--- config.mk ---
export PLATFORM = sky130hd
export DESIGN_NAME = ucsbece154b_wide_fifo
export DESIGN_NICKNAME = d
export VERILOG_FILES = /design/src/rtl/ucsbece154b_wide_fifo.sv
export SDC_FILE = /design/constraint.sdc
export NUM_CORES = 1
export LEC_CHECK = 0
export CAP_MARGIN = 20
export CORE_ASPECT_RATIO = 0.5
export CORE_MARGIN = 2
export CORE_UTILIZATION = 50
export CTS_BUF_LIST = sky130_fd_sc_hd__clkbuf_16
export CTS_CLUSTER_DIAMETER = 40
export DETAILED_ROUTE_END_ITERATION = 16
export GPL_TIMING_DRIVEN = 0
export PLACE_DENSITY = 0.71
export SLEW_MARGIN = 20
export SYNTH_ARGS = -nofsm -noshare
export SYNTH_HDL_FRONTEND = slang
export SYNTH_SLANG_ARGS = --single-unit
--- constraint.sdc ---
create_clock -name clk -period 6.64 [get_ports clk]
set_clock_uncertainty 0.05 [all_clocks]
set_input_delay 1.992 -clock clk [delete_from_list [all_inputs] [get_ports clk]]
set_output_delay 1.992 -clock clk [all_outputs]
set_load 0.01 [all_outputs]
--- src/rtl/ucsbece154b_wide_fifo.sv ---
// ucsbece154b_wide_fifo: two-lane circular-buffer FIFO.
// Up to two entries may be pushed and up to two popped per cycle.
// Optional feature macro UCSBECE154B_FIFO_BYPASS_EN: when the FIFO is empty,
// accepted push lanes are forwarded combinationally to data_o/valid_o.
// Without the macro, outputs depend only on registered state.
//
// Handshake: a push of push_n entries is accepted all-or-nothing when
// push_n fits in the free space at the start of the cycle. No ready signal
// is returned; space_o tells the producer in advance whether 1 or 2 entries fit.
// A pop on lane k consumes the entry shown on data_o lane k. The pop takes
// effect only if valid_o[k] is set in that same cycle.
module ucsbece154b_wide_fifo #(
    parameter int DATA_WIDTH = 32,
    parameter int NR_ENTRIES = 8,
    parameter int AF_THRESH  = 6
) (
    input  logic                              clk,
    input  logic                              rst,
    input  logic                              flush_i,
    input  logic [1:0]                        push_i,
    input  logic [2*DATA_WIDTH-1:0]           data_i,
    input  logic [1:0]                        pop_i,
    output logic [2*DATA_WIDTH-1:0]           data_o,
    output logic [1:0]                        valid_o,
    output logic [1:0]                        space_o,
    output logic [$clog2(NR_ENTRIES+1)-1:0]   count_o,
    output logic                              full_o,
    output logic                              almost_full_o
);

    localparam int CW = $clog2(NR_ENTRIES + 1);
    localparam int PW = $clog2(NR_ENTRIES);
    localparam logic [CW-1:0] DEPTH_C = CW'(NR_ENTRIES);
    localparam logic [CW-1:0] AF_C    = CW'(AF_THRESH);

    // Storage is deliberately left unreset; entries are only visible while valid.
    logic [DATA_WIDTH-1:0] mem_q [NR_ENTRIES];

    logic [PW-1:0] head_q, head_d;
    logic [PW-1:0] tail_q, tail_d;
    logic [CW-1:0] count_q, count_d;

    logic [DATA_WIDTH-1:0] lane_in [2];
    logic [1:0]            push_n;
    logic [1:0]            pop_n;
    logic [CW-1:0]         free_n;
    logic                  push_ok;
    logic [1:0]            acc_n;
    logic [1:0]            avail_n;
    logic [1:0]            pop_eff;
    logic [1:0]            wr_n;
    logic                  wr_first_lane;
    logic                  wr_en0;
    logic                  wr_en1;
    logic [PW-1:0]         tail1;
    logic [PW-1:0]         head1;
    logic                  byp_active;

    // Advance a pointer by 0..2 with wrap modulo NR_ENTRIES (depth need not be 2^n).
    function automatic logic [PW-1:0] ptr_add(input logic [PW-1:0] p, input logic [1:0] n);
        logic [PW:0] s;
        s = {1'b0, p} + (PW+1)'(n);
        if (s >= (PW+1)'(NR_ENTRIES)) begin
            s = s - (PW+1)'(NR_ENTRIES);
        end
        return s[PW-1:0];
    endfunction

    assign lane_in[0] = data_i[0 +: DATA_WIDTH];
    assign lane_in[1] = data_i[DATA_WIDTH +: DATA_WIDTH];
    assign tail1      = ptr_add(tail_q, 2'd1);
    assign head1      = ptr_add(head_q, 2'd1);

`ifdef UCSBECE154B_FIFO_BYPASS_EN
    // The empty FIFO forwards this cycle's accepted pushes straight to the outputs.
    assign byp_active = (count_q == '0) && !flush_i && !rst;
`else
    assign byp_active = 1'b0;
`endif

    // Decode request counts, acceptance, effective pops and the write plan.
    always_comb begin
        // Lane 1 counts only together with lane 0, so 2'b10 decodes to zero.
        push_n  = {push_i[0] & push_i[1], push_i[0] & ~push_i[1]};
        pop_n   = {pop_i[0] & pop_i[1], pop_i[0] & ~pop_i[1]};
        free_n  = DEPTH_C - count_q;
        // Pre-pop occupancy decides acceptance; same-cycle pops free no space.
        push_ok = (CW'(push_n) <= free_n);
        acc_n   = push_ok ? push_n : 2'd0;
        if (byp_active) begin
            avail_n = acc_n;
        end else if (count_q >= CW'(2)) begin
            avail_n = 2'd2;
        end else begin
            avail_n = count_q[1:0];
        end
        pop_eff = (pop_n < avail_n) ? pop_n : avail_n;
        // Under bypass, popped lanes are consumed in flight and never stored.
        wr_n          = byp_active ? (acc_n - pop_eff) : acc_n;
        wr_first_lane = byp_active && (pop_eff == 2'd1);
        wr_en0        = !rst && !flush_i && (wr_n != 2'd0);
        wr_en1        = !rst && !flush_i && (wr_n == 2'd2);
    end

    // Next-state for the pointers and occupancy; reset beats flush beats traffic.
    always_comb begin
        head_d  = head_q;
        tail_d  = tail_q;
        count_d = count_q;
        if (rst || flush_i) begin
            head_d  = '0;
            tail_d  = '0;
            count_d = '0;
        end else begin
            if (!byp_active) begin
                head_d = ptr_add(head_q, pop_eff);
            end
            tail_d  = ptr_add(tail_q, wr_n);
            count_d = count_q + CW'(acc_n) - CW'(pop_eff);
        end
    end

    // Pointer and occupancy registers.
    always_ff @(posedge clk) begin
        head_q  <= head_d;
        tail_q  <= tail_d;
        count_q <= count_d;
    end

    // Storage writes: first stored lane at tail, second at tail+1.
    always_ff @(posedge clk) begin
        if (wr_en0) begin
            mem_q[tail_q] <= lane_in[wr_first_lane];
        end
        if (wr_en1) begin
            mem_q[tail1] <= lane_in[1];
        end
    end

    // Read side: the two oldest entries, zeroed when not valid.
    always_comb begin
        valid_o = {count_q > CW'(1), count_q != '0};
        data_o  = '0;
        if (valid_o[0]) begin
            data_o[0 +: DATA_WIDTH] = mem_q[head_q];
        end
        if (valid_o[1]) begin
            data_o[DATA_WIDTH +: DATA_WIDTH] = mem_q[head1];
        end
`ifdef UCSBECE154B_FIFO_BYPASS_EN
        if (byp_active) begin
            valid_o = {acc_n == 2'd2, acc_n != 2'd0};
            data_o  = '0;
            if (valid_o[0]) begin
                data_o[0 +: DATA_WIDTH] = lane_in[0];
            end
            if (valid_o[1]) begin
                data_o[DATA_WIDTH +: DATA_WIDTH] = lane_in[1];
            end
        end
`endif
    end

    assign count_o       = count_q;
    assign full_o        = (count_q == DEPTH_C);
    assign almost_full_o = (count_q >= AF_C);
    assign space_o[0]    = (count_q < DEPTH_C);
    assign space_o[1]    = (({1'b0, count_q} + (CW+1)'(2)) <= (CW+1)'(NR_ENTRIES));

endmodule

==> After elaboration in Yosys (flattened, before gate mapping) <==
Memories as Yosys holds them, arrays and structs flattened. A register that Yosys moved wholly into a read port is not among the register bits.
Index checks and enable logic that the tools add are counted.
{ "word_totals": {"latch_bits": 0, "output_inout_bits": 74, "in_bits": 71, "memories": 1, "romBits": 0, "mem_bits_rw": 256, "regBits": 10, "word_cells": 57} }
{ "op_classes": {"reduce_logical": 8, "n_addsub": 12, "eq_ne": 2, "n_mux": 14, "bitwise_logic": 6, "div": 0, "shift": 0, "magnitude_cmp": 11, "mul": 0} }
{ "mem_list": {"columns": ["name", "depth", "word_bits", "rd", "rd_ports_with_merged_regs", "wr", "line_no", "source"], "rows": [
  ["mem_q", 8, 32, 2, 1, 2, "37", "logic [DATA_WIDTH-1:0] mem_q [NR_ENTRIES];"]
]} }
{ "op_table": {"columns": ["cell", "count"], "rows": [
  ["$mux W32", 2],
  ["$ge A4 B4 Y1 const B", 4],
  ["$mux W3", 5],
  ["$sub A3 B1 Y3 const B", 4],
  ["$add A3 B1 Y4 const B", 2],
  ["$add A3 B2 Y4", 2],
  ["$mux W2", 3],
  ["$add A4 B2 Y5 const B", 1],
  ["$le A5 B4 Y1 const B", 1],
  ["$add A4 B2 Y4", 1],
  ["$and A1 B1 Y1", 4],
  ["$eq A4 B4 Y1 const B", 1],
  ["$ge A4 B2 Y1 const B", 1],
  ["$ge A4 B3 Y1 const B", 1],
  ["$gt A4 B1 Y1 const B", 1],
  ["$le A2 B4 Y1", 1],
  ["$lt A4 B4 Y1 const B", 1],
  ["$mux W1", 4],
  ["$reduce_bool A4 Y1", 1],
  ["$sub A4 B2 Y4", 1],
  ["$sub A4 B4 Y4 const A", 1],
  ["$logic_and A1 B1 Y1", 3],
  ["$eq A2 B2 Y1 const B", 1],
  ["$logic_not A1 Y1", 2],
  ["other kinds (4)", 5]
]} }

==> Logic depth before layout (Yosys ltp) <==
Gate-level depths: netlist of run 1.
{ "logic_depth": {"word_depth": 8, "depth_mapped": 16} }

==> Worst setup path before layout of run 1 <==
Ideal clock, no wire load.
{ "synth_timing": {"path_kind": "input port to flip-flop", "startpoint": "input port push_i[1]", "endpoint": "memory mem_q[3][0] (enable)", "setup_time_ps": 432, "required_time_ps": 6158, "arrival_time_ps": 4971, "path_stages": 7, "slack_ps": 1187, "path_buffers": 1, "cell_sequence": "and2_1 -> ha_1 -> nor2b_1 -> o211ai_4 -> nor2_1 -> buf_2 -> a21oi_1"} }
{ "synth_lines": {"columns": ["element", "line_no", "source"], "rows": [
  ["start, declared", "20", "input logic [1:0] push_i,"],
  ["end, declared", "37", null]
]} }

==> Worst setup path after layout of run 1 <==
{ "layout_timing": {"startpoint": "register head_q[0]", "endpoint": "output port data_o[34]"} }
{ "layout_between": {"elab_chain_cells": 5} }
{ "layout_lines": {"columns": ["element", "line_no", "source"], "rows": [
  ["start, declared", "39", "logic [PW-1:0] head_q, head_d;"],
  ["start signal, assigned", "125", "head_q <= head_d;"],
  ["$add A3 B1 Y4 *", "62", "s = {1'b0, p} + (PW+1)'(n);"],
  ["$ge A4 B4 Y1 / $sub A3 B1 Y3 (equally long branches)", "63, 64", null],
  ["$mux W3 *", "63", "if (s >= (PW+1)'(NR_ENTRIES)) begin"],
  ["$mem_v2 Z8 W32 *", null, null],
  ["$mux W32 *", "147", "if (valid_o[1]) begin"],
  ["end, declared", "23", "output logic [2*DATA_WIDTH-1:0] data_o,"]
]} }
Every way passes the cells marked *; elsewhere a longest branch is shown, timed or not.

==> parameters.txt, run 1 <==
Parameter                              Value

Timing
  Part of the cycle the worst path needs    0.8536
  Max Slew Vio Count    0
  Unrepaired setup endpoints after global routing    false
  Highest Clock Rate    176.4 MHz
  Final worst path period need    5.668 ns
  Count of endpoints failing setup in the final report    0
  Pin slew with the least headroom to its limit    1.131 ns
  Worst rel slew slack    0.2459
  Final hold violation count    0

Clock tree
  Sink count of the clock tree    266
  Worst-Skew Late Latency    0.52 ns
  Setup Fix Bufs, Post-CTS    0
  Hold buffer count at CTS    0
  Clock transition at the register clock pins on the worst setup and hold paths after CTS    0.05 ns
  Post_cts resized    0
  CTS tree    done
  Total clock buffers created by CTS    35
  H-tree Lvls    2
  Root buffer cell    clkbuf_16
  CTS Buffer Depth    3

Floorplan
  Starting density of the core    0.5093
  Vertical die dimension    about 130 um
  Die area    0.03384 mm2
  IO Pins    145
  Core ar.    around 0.032 mm2
  Standard-cell rows    46
  Horiz. Die Dim    258.2 um

Drt
  Number of remaining DRC errors    0
  Antenna-violating nets left    0
  Mean number of vias per cell    between 6 and 7
  Number of vias after detailed routing    10,464
  Average routed wire per standard cell    27.86 um
  Violation count after the first detailed-routing iteration    993
  Total wire length after detailed routing    approximately 46 mm
  First-pass detailed-route iteration total    5

Synthesis
  Ranking of synthesized cells by area    edfxtp_1 48%, mux4_2 18%, mux2_2 13%, mux2_1 3.7%, mux2_4 2.0%
  Synthesis Warnings    0
  Top cell type by total area after synthesis    edfxtp_1
  Proportion of register bits with asynchronous set or reset after synthesis    0
  FF+latch count, synth    266
  Post-synth design cell area    0.01615 mm2
  Count of distinct cell types in the synthesized netlist    41
  Synth Net Count    1,102
  Post-Synthesis Cells    between 1,000 and 1,500
  Sequential-to-total area share from yosys stat    0.4883
  EDFF count, synth    256
  Post-synthesis area per instance    16.04 um2
  Dominant register cell in the synthesized netlist    edfxtp_1
  Top-area cell type share of the netlist area    0.4759
  Most common cell in the netlist    edfxtp_1
  Most numerous cell types in the synthesized netlist    256 x edfxtp_1, 181 x mux2_2, 128 x mux4_2

Critical path
  Worst Path Required    4.60 ns
  Type of origin of the critical path    register
  Critical Path End Type    output port
  Setup Crit Path Kind    reg -> out
  Max Fanout on Critical Path    10
  WP data arrival    around 3.6 ns

Global route
  First-pass GRT wire length    68.03 mm
  Maximum number of pins on one net before global-route repair    18
  Vias in the first global route    between 10,000 and 15,000
  Antenna violations before repair    1
  Aggregate global routing overflow    0
  Overall track demand over capacity in global routing    0.2775

Final layout
  Fraction of layout instances using a drive strength above 1    0.3840
  Fin nets    1,296
  Final std cell area, no fill    0.01971 mm2
  Synthesis-to-finish area growth    22.00%
  Post-Layout Cell Count    1,657
  Number of filler cells placed in the layout    2,330

Place
  RePlAce Congestion    0.8264
  Post-placement cell count    1,596
  Port Buffers    between 100 and 150
  Placed Area    0.01853 mm2
  HPWL after DPL    30.49 mm

Pwr
  Static Leak    6.551 nW
  Total power consumption of the routed design    5.962 mW
  Power density cells    302.5 mW/mm2
  Largest voltage drop on the vdd net    163.3 uV

Hold path
  Class of the most critical hold timing path    reg -> reg

Status
  Status    finished, final reports clean

Run
  Number of maximum-capacitance constraint violations    0
==> layout make-up <==
type | instances | area (um2) | area share
clock inverters | 24 | 267.8 | 0.01359
clock buffers | 36 | 900.9 | 0.04572
flip-flops and latches | 266 | 7888 | 0.4003
repair buffers | 157 | 1777 | 0.09016
plain buffers | 73 | 481.7 | 0.02445
well taps | 432 | 540.5 | 0.02743
multi-input cells | 654 | 7795 | 0.3956
diodes | 1 | 2.502 | 0.0001270
inverters | 14 | 52.55 | 0.002667
==> through the flow <==
step	hold WS (ns)	util	setup WS, ns	setup TNS [ns]
after floorplan	0.5280	-	1.187	0
after global placement	0.5540	0.5718	-1.476	-265.38
after detailed placement	0.6007	0.5844	0.8013	0
after CTS	0.6130	0.6212	0.9903	0
after global routing	0.6343	0.6214	0.8498	0
final	0.6057	0.6214	0.9719	0
==> layer usage <==
metal	GRT usage	wire, um	part of all wire
met1	0.3831	19430	0.42
met2	0.4562	22000	0.48
met3	0.05344	3633	0.079
met4	0.07888	1101	0.024
met5	0	0	0
==> cell families (layout without fill, tap and decap cells) <==
logic type	count (synthesis)	count (layout)	share of synthesized area
buf+inv	87	304	0.03300
xor+xnor	10	10	0.007515
other cells	0	1	0
flops	266	266	0.4883
simple gates	146	146	0.03974
fa+ha+maj	24	24	0.02045
compound gates	58	58	0.02905
mux	416	416	0.3819
==> power breakdown <==
part / switching (mW) / total, mW / internal [mW] / leakage [nW]
combinational: 1.11 / 2.11 / 0.994 / 3.58
clock: 0.743 / 1.93 / 1.18 / 0.577
sequential: 0.0347 / 1.93 / 1.89 / 2.39
==> critical path: stages, from the launching register on <==
cell	delay (ns)
dfxtp_1	0.34
ha_1	0.29
clkbuf_1	0.60
buf_2	0.56
mux4_2	0.56
nand2_1	0.08
a21oi_1	0.08
clkdlybuf4s50_1	0.58
==> worst paths after layout <==
check | startpoint | endpoint | slack, ns | depth (start not counted)
min | tail_q[0] | tail_q[0] | 0.61 | 2
max | head_q[0] | data_o[34] | 0.97 | 7
max reg2reg | count_o[0] | count_o[2] | 2.47 | 16
min reg2reg | tail_q[0] | tail_q[0] | 0.61 | 2
==> state kept, by name, indices dropped and copies added, names as in the netlist <==
signal   flops
tail_q       3
mem_q      256
count_o      4
head_q       3
==> cell usage in the layout, fill, tap and decap left out, types with 22 or more instances in the layout <==
cell | Yosys | final
nand2_1 | 69 | 69
clkdlybuf4s50_1 | 0 | 144
clkbuf_16 | 0 | 36
mux2_2 | 181 | 181
clkbuf_1 | 26 | 25
edfxtp_1 | 256 | 256
mux2_4 | 22 | 22
mux2_1 | 53 | 53
mux4_2 | 128 | 128
nor2_1 | 52 | 45
buf_6 | 24 | 24
mux2i_1 | 32 | 32
a21oi_1 | 37 | 36
Power figures use the tool's default switching activity.
==> run 2: changes to the inputs <==
--- a/config.mk
+++ b/config.mk
@@ -12,7 +12,6 @@
 export CTS_BUF_LIST = sky130_fd_sc_hd__clkbuf_16
 export CTS_CLUSTER_DIAMETER = 40
 export DETAILED_ROUTE_END_ITERATION = 16
-export GPL_TIMING_DRIVEN = 0
 export PLACE_DENSITY = 0.71
 export SLEW_MARGIN = 20
 export SYNTH_ARGS = -nofsm -noshare
==> parameters.txt, run 2 (synthesis results as in run 1) <==
Parameter                              Value

Clock tree
  Setup Fix Bufs, Post-CTS    0 (unchanged)
  Total clock buffers created by CTS    34 (was 35)
  CTS Buffer Depth    3 (unchanged)
  CTS tree    done (unchanged)
  Post_cts resized    0 (unchanged)
  Hold buffer count at CTS    0 (unchanged)
  Root buffer cell    clkbuf_16 (unchanged)
  Worst-Skew Late Latency    0.50 ns (was 0.52 ns)
  H-tree Lvls    2 (unchanged)
  Sink count of the clock tree    266 (unchanged)
  Clock transition at the register clock pins on the worst setup and hold paths after CTS    0.05 ns (about the same)

Drt
  Number of remaining DRC errors    0 (unchanged)
  Number of vias after detailed routing    9,991 (was 10,464)
  Antenna-violating nets left    0 (unchanged)
  Violation count after the first detailed-routing iteration    847 (was 993)
  Average routed wire per standard cell    26.74 um (was 27.86 um)
  Total wire length after detailed routing    42.75 mm (was 46.16 mm)
  First-pass detailed-route iteration total    5 (unchanged)
  Mean number of vias per cell    6.248 (was 6.315)

Pwr
  Power spent charging and discharging nets    1.802 mW (was 1.892 mW)
  Share of power burned in combinational logic    0.347 (was 0.354)
  Sequential Power Share    0.331 (was 0.323)
  Cell Int Power    4.037 mW (was 4.070 mW)
  Clock group share of total power    0.322 (was 0.323)
  Largest voltage drop on the vdd net    234.0 uV (was 163.3 uV)
  Switching Share    0.3086 (was 0.3173)
  Power density cells    303.4 mW/mm2 (was 302.5 mW/mm2)
  Static Leak    6.295 nW (was 6.551 nW)

Global route
  Maximum number of pins on one net before global-route repair    130 (was 18)
  Overall track demand over capacity in global routing    0.2566 (was 0.2775)
  Antenna violations before repair    0 (was 1)
  Aggregate global routing overflow    0 (unchanged)
  Vias in the first global route    10,384 (was 10,855)
  First-pass GRT wire length    63.65 mm (was 68.03 mm)

Floorplan
  Standard-cell rows    46 (unchanged)
  Vertical die dimension    131.1 um (unchanged)
  Die area    0.03384 mm2 (unchanged)
  IO Pins    145 (unchanged)
  Starting density of the core    0.5093 (unchanged)
  Core ar.    0.03171 mm2 (unchanged)
  Horiz. Die Dim    258.2 um (unchanged)

Timing
  Count of endpoints failing setup in the final report    0 (unchanged)
  Worst rel slew slack    0.2203 (was 0.2459)
  Final hold violation count    0 (unchanged)
  Unrepaired setup endpoints after global routing    false (unchanged)
  Pin slew with the least headroom to its limit    1.168 ns (was 1.131 ns)
  Part of the cycle the worst path needs    0.8055 (was 0.8536)
  Worst hold slack    0.6572 ns (was 0.6057 ns)
  Post-Route Setup TNS    0 ns (unchanged)
  Max Slew Vio Count    0 (unchanged)
  Highest Clock Rate    187.0 MHz (was 176.4 MHz)
  Final worst path period need    5.348 ns (was 5.668 ns)

Final layout
  Fin nets    1,237 (was 1,296)
  Number of filler cells placed in the layout    2,369 (was 2,330)
  Final antenna diode count    0 (was 1)
  Post-Layout Cell Count    1,599 (was 1,657)
  Synthesis-to-finish area growth    19.13% (was 22.00%)
  Register bank with the most flops    mem_q (unchanged)
  End-of-flow core utilization    0.6068 (was 0.6214)
  Most common library cell in the layout ignoring fill and taps    edfxtp_1 (unchanged)
  Fraction of layout instances using a drive strength above 1    0.3822 (was 0.3840)
  Number of flip-flops under the largest register name    256 (unchanged)
  Top library cells by usage in the layout, fill and taps aside    256 x edfxtp_1, 181 x mux2_2, 144 x clkdlybuf4s50_1 (unchanged)

Critical path
  Standard cell with the maximum stage delay on the critical path    clkdlybuf4s50_1 (was clkbuf_1)
  WP data arrival    5.69 ns (was 3.63 ns)
  Type of origin of the critical path    primary input (was register)
  Critical Path End Type    register (was output port)
  Biggest cell delay along the critical path    0.63 ns (was 0.60 ns)
  Setup Crit Path Kind    in -> reg (was reg -> out)
  Crit-path leading delay family    adder cells (was buffers and inverters)
  Max Fanout on Critical Path    11 (was 10)
  Worst path cell trace    clkdlybuf4s50_1 -> and2_1 -> ha_1 -> nor2b_1 -> o211ai_4 -> nor2_1 -> buf_4 -> nor2b_1 -> fa_1 -> ha_1 -> a21o_1 -> a21oi_1 -> xnor2_1 -> nor2_1 (was ha_1 -> clkbuf_1 -> buf_2 -> mux4_2 -> nand2_1 -> a21oi_1 -> clkdlybuf4s50_1)
  Worst Path Required    6.98 ns (was 4.60 ns)
  CP Buf/Inv Count    2 (was 3)

Status
  Status    finished, final reports clean (unchanged)

Place
  Port Buffers    144 (unchanged)
  RePlAce Congestion    0.8133 (was 0.8264)
  HPWL after DPL    24.43 mm (was 30.49 mm)
  Post-placement cell count    1,538 (was 1,596)

Hold path
  Class of the most critical hold timing path    reg -> reg (unchanged)

Run
  Number of maximum-capacitance constraint violations    0 (unchanged)
[run 2: changes by cell type in the layout (fill, tap and decap cells not counted), moves of 6 or more]
cell and delta:
buf_12 +6, buf_4 +19, buf_2 -21, buf_16 -10, buf_6 -24, clkbuf_1 -25
[run 2: final cells by class]
class / instances / area, um2 / share of cell area
multi-input cells: 654 / 7836 / 0.4072
well taps: 432 / 540.5 / 0.02809
clock inverters: 24 / 226.5 / 0.01177
inverters: 14 / 52.55 / 0.002731
clock buffers: 37 / 925.9 / 0.04812
flip-flops and latches: 266 / 7896 / 0.4104
repair buffers: 172 / 1764 / 0.09168
[run 2: tightest hold or removal path, stage by stage, from the launching register on]
cell and delay, ns:
dfxtp_1 0.42, xnor2_1 0.18, nor2_1 0.07
[run 2: power groups by stage]
stage | logic [mW] | clock network (mW) | registers [mW]
floorplan | 1.19 | 0 | 1.95
global placement | 2.01 | 0 | 1.96
detailed placement | 2.03 | 0 | 1.97
CTS | 2.05 | 1.90 | 1.93
global route | 2.18 | 1.96 | 1.94
finish | 2.03 | 1.88 | 1.93
[run 2: metal layers]
layer	global-route usage	routed length, um
met1	0.3578	18620
met2	0.4323	21100
met3	0.03883	2543
met4	0.05984	489
met5	0	0
[run 2: final timing paths]
kind / startpoint / to / slack (ns) / cells past startpoint
worst min-delay path: tail_q[2] / tail_q[2] / 0.66 / 2
worst max register to register: count_o[0] / count_o[3] / 2.45 / 15
worst max-delay path: push_i[0] / count_o[3] / 1.29 / 14
worst min register to register: tail_q[2] / tail_q[2] / 0.66 / 2
[run 2: through the flow]
step	worst slack, ns	area, um2	power [mW]
floorplan	1.187	16150	3.144
global placement	0.9345	18090	3.970
detailed placement	0.8242	18090	4.000
CTS	1.311	19240	5.876
global route	1.129	19240	6.078
finish	1.292	19240	5.839
